`src/rtl/uart_rx.sv`:
```
// -----------------------------------------------------------------------------
// uart_rx : 8N1 UART receiver (8 data bits LSB first, no parity, 1 stop bit).
//
// The asynchronous rx pin goes through a 2-FF synchroniser. A falling edge on
// the idle line starts a frame. The start bit is re-checked at half a bit
// period, and every data bit and the stop bit are sampled at mid-bit.
// A good frame updates 'data' and pulses 'valid' for one cycle. A stop bit
// sampled low pulses 'frame_err' and the byte is dropped.
//
// Optional build macro:
//   UART_RX_MAJORITY_EN - each decision sample is the 2-of-3 majority of the
//                         synchronised line over the decision cycle and the
//                         two cycles before it. Decision timing is the same
//                         as in the default build.
// -----------------------------------------------------------------------------
`timescale 1ns/1ps

module uart_rx #(
   parameter int CLK_FREQ  = 12_000_000,
   parameter int BAUD_RATE = 115200
) (
   input  logic       clk,
   input  logic       rst_n,
   input  logic       rx,
   output logic [7:0] data,
   output logic       valid,
   output logic       frame_err,
   output logic       busy
);

   // ---------------------------------------------------------------------------
   // Derived timing constants
   // ---------------------------------------------------------------------------
   localparam int CYCLES_PER_BIT = CLK_FREQ / BAUD_RATE;
   localparam int HALF_BIT       = CYCLES_PER_BIT / 2;
   localparam int CNT_W          = $clog2(CYCLES_PER_BIT);

   localparam logic [CNT_W-1:0] CNT_HALF_LAST = CNT_W'(HALF_BIT - 1);
   localparam logic [CNT_W-1:0] CNT_BIT_LAST  = CNT_W'(CYCLES_PER_BIT - 1);

   // FSM encoding
   localparam logic [1:0] IDLE  = 2'd0;
   localparam logic [1:0] START = 2'd1;
   localparam logic [1:0] DATA  = 2'd2;
   localparam logic [1:0] STOP  = 2'd3;

   // ---------------------------------------------------------------------------
   // Signals
   // ---------------------------------------------------------------------------
   logic             rx_meta;     // first synchroniser stage (may be metastable)
   logic             rx_s;        // synchronised line
   logic             rx_q;        // rx_s one cycle later, used for edge detection
`ifdef UART_RX_MAJORITY_EN
   logic             rx_q2;       // rx_s two cycles later, third majority vote
`endif

   logic [1:0]       state;
   logic [1:0]       state_nxt;
   logic [CNT_W-1:0] cnt;
   logic [2:0]       bit_idx;
   logic [7:0]       sr;

   logic             sample;      // line value used at decision points
   logic             fall_edge;   // idle-to-start transition on the line
   logic             half_done;   // last cycle of the half-bit start check
   logic             bit_done;    // last cycle of a full bit period
   logic             decide;      // a sampling decision is taken this cycle
   logic             stop_decide; // the stop bit is being judged this cycle

   // ---------------------------------------------------------------------------
   // Synchroniser and edge-detect history. Resets to the idle (high) level so
   // that releasing reset cannot look like a start edge.
   // ---------------------------------------------------------------------------
   // NOTE: registers take non-blocking assignments so every stage sees the
   // value from before the clock edge; with blocking assignments the chain
   // would collapse into a single flop.
`ifdef UART_RX_MAJORITY_EN
   always_ff @(posedge clk or negedge rst_n) begin
      if (!rst_n) begin
         rx_meta <= 1'b1;
         rx_s    <= 1'b1;
         rx_q    <= 1'b1;
         rx_q2   <= 1'b1;
      end else begin
         rx_meta <= rx;
         rx_s    <= rx_meta;
         rx_q    <= rx_s;
         rx_q2   <= rx_q;
      end
   end
`else
   always_ff @(posedge clk or negedge rst_n) begin
      if (!rst_n) begin
         rx_meta <= 1'b1;
         rx_s    <= 1'b1;
         rx_q    <= 1'b1;
      end else begin
         rx_meta <= rx;
         rx_s    <= rx_meta;
         rx_q    <= rx_s;
      end
   end
`endif

   // Decision sample: a single synchronised value, or a 2-of-3 vote that
   // ignores a one-cycle spike on the line.
   // NOTE: every output of a combinational block gets a value on every path
   // (here the default first); a missed path would infer a latch.
   always_comb begin
      sample = rx_s;
`ifdef UART_RX_MAJORITY_EN
      sample = (rx_s & rx_q) | (rx_s & rx_q2) | (rx_q & rx_q2);
`endif
   end

   // ---------------------------------------------------------------------------
   // Bit-timing strobes
   // ---------------------------------------------------------------------------
   assign fall_edge   = rx_q & ~rx_s;
   assign half_done   = (cnt == CNT_HALF_LAST);
   assign bit_done    = (cnt == CNT_BIT_LAST);
   assign decide      = ((state == START) && half_done) ||
                        (((state == DATA) || (state == STOP)) && bit_done);
   assign stop_decide = (state == STOP) && bit_done;

   // Next-state logic. A low line that never rose again (break) produces no
   // falling edge, so it cannot restart a frame.
   always_comb begin
      state_nxt = state;
      case (state)
         IDLE: begin
            if (fall_edge) begin
               state_nxt = START;
            end
         end
         START: begin
            if (half_done) begin
               // A start bit that is high again at mid-bit was a glitch
               state_nxt = sample ? IDLE : DATA;
            end
         end
         DATA: begin
            if (bit_done && (bit_idx == 3'd7)) begin
               state_nxt = STOP;
            end
         end
         STOP: begin
            // Back to IDLE at mid-stop-bit, so the next start edge can
            // follow the stop bit directly with no idle gap
            if (bit_done) begin
               state_nxt = IDLE;
            end
         end
         default: state_nxt = IDLE;
      endcase
   end

   // State register
   always_ff @(posedge clk or negedge rst_n) begin
      if (!rst_n) begin
         state <= IDLE;
      end else begin
         state <= state_nxt;
      end
   end

   // Bit-period counter: held at zero in IDLE, restarted after every decision
   always_ff @(posedge clk or negedge rst_n) begin
      if (!rst_n) begin
         cnt <= '0;
      end else if ((state == IDLE) || decide) begin
         cnt <= '0;
      end else begin
         cnt <= cnt + 1'b1;
      end
   end

   // Data shift register and bit index; LSB arrives first, so shift right
   always_ff @(posedge clk or negedge rst_n) begin
      if (!rst_n) begin
         sr      <= '0;
         bit_idx <= '0;
      end else if (state == START) begin
         bit_idx <= '0;
      end else if ((state == DATA) && bit_done) begin
         sr      <= {sample, sr[7:1]};
         bit_idx <= bit_idx + 3'd1;
      end
   end

   // Output registers: byte hand-off and one-cycle status pulses
   always_ff @(posedge clk or negedge rst_n) begin
      if (!rst_n) begin
         data      <= '0;
         valid     <= 1'b0;
         frame_err <= 1'b0;
      end else begin
         valid     <= stop_decide & sample;
         frame_err <= stop_decide & ~sample;
         if (stop_decide && sample) begin
            data <= sr;
         end
      end
   end

   assign busy = (state != IDLE);

endmodule
```
`config.mk`:
```
export PLATFORM = sky130hd
export DESIGN_NAME = uart_rx
export DESIGN_NICKNAME = d
export VERILOG_FILES = /design/src/rtl/uart_rx.sv
export SDC_FILE = /design/constraint.sdc
export NUM_CORES = 1
export LEC_CHECK = 0
export CAP_MARGIN = 15
export CORE_ASPECT_RATIO = 1.2
export CORE_MARGIN = 2
export CORE_UTILIZATION = 59
export DETAILED_ROUTE_END_ITERATION = 16
export PLACE_DENSITY = 0.78
export REMOVE_ABC_BUFFERS = 1
export SLEW_MARGIN = 10
export SYNTH_ARGS = -nofsm -noshare
export SYNTH_HDL_FRONTEND = slang
export SYNTH_SLANG_ARGS = --single-unit
export TNS_END_PERCENT = 20
```
`constraint.sdc`:
```
create_clock -name clk -period 3.83 [get_ports clk]
set_clock_uncertainty 0.1 [all_clocks]
set_input_delay 0.5745 -clock clk [delete_from_list [all_inputs] [get_ports clk]]
set_output_delay 0.5745 -clock clk [all_outputs]
set_load 0.02 [all_outputs]
```
### Word level (Yosys, flattened, before mapping)

Cells that the tools add are included.

* add/sub/neg operators: 2
* equality and inequality tests: 10
* mux-type cells: 9
* bitwise logic cells: 5
* reduce and logical (&&, ||, !) cells: 14

Operators with widths (count)
* 2-to-1 mux 2 bit: 5
* case mux 2 bit (4 select lines): 1
* adder 7 x 1 -> 7 bit, second input constant: 1
* == test 7 x 6 -> 1 bit, second input constant: 1
* == test 7 bit, second input constant: 1
* 2-to-1 mux 7 bit: 1
* logical AND 1 bit: 6
* 2-to-1 mux 3 bit: 2
* inequality test 2 bit, second input constant: 3
* == test 2 bit, second input constant: 2
* AND reduction 4 bit: 1
* nonzero test 2 bit: 2
* adder 3 x 1 -> 3 bit, second input constant: 1
* bitwise AND 1 bit: 3
* == test 3 bit, second input constant: 1
* logical OR 1 bit: 3
* == test 2 x 1 -> 1 bit, second input constant: 1
* zero test 2 bit: 1
* inequality test 2 x 1 -> 1 bit, second input constant: 1
* inverter 1 bit: 2
* AND reduction 2 bit: 1

* register bits after elaboration: 33
* bits of input ports: 3
* logic and storage cells: 50

### Longest topological paths before layout

* depth in word-level cells: 6
* mapped depth: 5

### Worst setup path before layout

No wires, ideal clock.

* path kind: register to register
* from: register cnt[0]
* to: register data[0]
* data arrival time: 1.504 ns
* data required time: 3.605 ns
* path slack: 2.101 ns
* cell stages (with the launch flop): 5
* path buffers: 0
* cells stage by stage: dfrtp_1 ha_1 nand3_1 nor3_4 mux2_2

* longest elaborated chain between the ends: 3

RTL lines
* from (decl): line 59 `logic [CNT_W-1:0] cnt;`
* from (signal assigned): line 174 `cnt <= cnt + 1'b1;`
* == test 7 bit: line 121 `assign bit_done = (cnt == CNT_BIT_LAST);`
* logical AND 1 bit: line 124 `assign stop_decide = (state == STOP) && bit_done;`
* logical AND 1 bit: line 200 `if (stop_decide && sample) begin`
* to (signal assigned): line 201 `data <= sr;`
* to (decl): line 25 `output logic [7:0] data,`

Every way passes these cells.
A chain may end at the register's enable or synchronous reset.

==> metrics.cfg <==
[routing]
vias=941
routed_wl_um=2429
route.detailed.drc=0
avgRoutedWirePerCell_um=14.99
first_iter_violations=10
vias_per_cell=5.809
ant_nets=0
firstDrtPassIters=4

[clock_tree]
post_cts_resized=0
cts_hold_repair.buffers=0
clkLatencyLatePin_ns=0.33
root_buffer=clkbuf_4
htreeDepth=2
cts_tree=yes
path_clk_slew_ns=0.10
cts_made_buffers=5
cts_buffer_depth=2
postCtsSetupRepairBufs=0
clock-sinks=33

[place]
dp_cells=154
placed_area_um2=1607
finalWeightedCongestion=0.8437
place_worst_setup_slack_ns=1.737
dp_hpwl_um=1684
portBuffers=13

[synth]
synthTopCellsByArea=dfrtp_1 51%, mux2_2 12%, dfstp_2 5.4%
avgSynthCellArea_um2=12.85
yosysTopAreaCellShare=0.5124
synth_seq_cells=33
synth_cell_type_count=36
syn_inst=114
yosys_warnings=0
synth_seq_area_share=0.5662
synth_area_um2=1465
yosysTopAreaCell=dfrtp_1

[floorplanning]
start_util=0.6289
dieArea_um2=2900
die-width_um=49.49
core-area_um2=2330
fp.dieH_um=58.59
pin_count=14
rows=19

[pwr]
p_per_area_nw_per_um2=502.3
power.total_mw=0.8421
p_leak_nw=0.7655
ir_drop_uv=425.2

[sta]
fmax_ghz=0.4063
whs_ns=0.2700
min_period_ns=2.461
maxSlewHeadroom=0.6737
setup_viol=0
maxSlewViolCount=0
tns_ns=0
worst_pin_slew_ns=0.4862
hold_viol=0
layout_setup_ws_ns=1.369
fin_crit_sh=0.6426
rsz0062_at_grt=no

[critical_path]
critPathSlowestCell=dfrtp_1
crit_buf_inv=1
critPathCaptureType=output port
crit_type=reg -> out
critical_path.cell_chain=or2_2 -> clkdlybuf4s50_1
critPathLaunchType=flip-flop
rrSetupSlack_ns=1.75
worstPathRequired_ns=3.16
critPathMaxFanout=18
cp.arrival_ns=1.79
max_stage_delay_ns=0.56
crit_family=flip-flops

[status]
status=finished, final reports clean

[layout]
syn2layout_area_growth_pct=14.43
fin_nets=136
nFillCells=173
drive_above_1_share=0.2672
fin_util=0.7197
stdcell_count=162
n_antenna_cell=0
fin_area_um2=1677
most-common-layout-cells=30 x dfrtp_1, 16 x mux2_2, 13 x clkdlybuf4s50_1
final_common_cell=dfrtp_1

[grt]
overflow=0
grt_usage=0.2029
antenna_found_initial=0
grt_first_pass_wirelength_um=4284
grt_pass1_vias=966
grt_max_degree=34

[flow_run]
max_cap_violations=0

[min_path]
hold_class=reg -> reg

final cells by class:
class | count | area [um2] | share of cell area
sequential | 33 | 829.5 | 0.4948
tap | 31 | 38.79 | 0.02313
timing repair buffer | 14 | 137.6 | 0.08209
multi-input combinational | 76 | 600.6 | 0.3582
clock buffer | 7 | 65.06 | 0.03881
clock inverter | 1 | 5.005 | 0.002985
path summary, 6_finish.rpt:
kind / startpoint / end / depth (start not counted)
setup / recovery: flip-flop / busy / 2
hold / removal: rx_meta / rx_s / 0
setup reg to reg: cnt[3] / data[7] / 3
hold reg to reg: rx_meta / rx_s / 0
max in group asynchronous: rst_n / rx_meta / 2
min in group asynchronous: rst_n / bit_idx[2] / 2
Yosys cell counts:
cell type and n:
dfstp_2 3, or3_2 1, dfrtp_1 30, nor2b_1 4, nand2b_1 1, xor2_1 2
or2_2 1, o21ai_0 2, o22ai_1 3, nor3_1 1, o211ai_1 2, or3_1 2
xnor2_1 1, a21o_1 1, mux2_2 16, and2_1 1, or4b_2 1, nor4_1 1
clkbuf_2 1, o311ai_0 2, nand4bb_1 1, nand2_1 7, nor2_1 1, buf_6 2
a21oi_1 4, a21boi_0 1, and4bb_2 1, or3b_2 1, a22oi_1 2, a41oi_1 2
clkbuf_1 2, nand3_1 6, nor3_4 2, ha_1 3, o21ai_1 2, or4_1 1
state kept, by name, indices dropped and copies added, names as in the netlist, named ones only:
signal	count
data	8
sr	8
cnt	7
bit_idx	3
frame_err	1
rx_meta	1
rx_q	1
rx_s	1
state	1
valid	1
layer usage:
| metal | vias up | global-route usage | share of wire | wire (um) |
|---|---|---|---|---|
| li1 | 455 | - | - | - |
| met1 | 465 | 0.2396 | 0.44 | 1064 |
| met2 | 16 | 0.3359 | 0.50 | 1213 |
| met3 | 5 | 0.07107 | 0.045 | 109 |
| met4 | 0 | 0.09524 | 0.016 | 40 |
| met5 | - | 0 | 0 | 0 |
kinds of logic (layout without fill, tap and decap cells):
group,Yosys count,after routing,share of synthesized area
simple gates,33,33,0.1486
buf+inv,5,22,0.02391
compound gates,21,21,0.09480
mux,16,16,0.1230
fa+ha+maj,3,3,0.02562
flops,33,33,0.5662
xor+xnor,3,3,0.01794
power breakdown:
part,switching [mW],internal [mW],leakage (nW)
Combinational,0.0851,0.0793,0.288
Sequential,0.0667,0.390,0.437
Clock,0.114,0.106,0.0413
No activity file was read; power rests on OpenSTA's default activity.
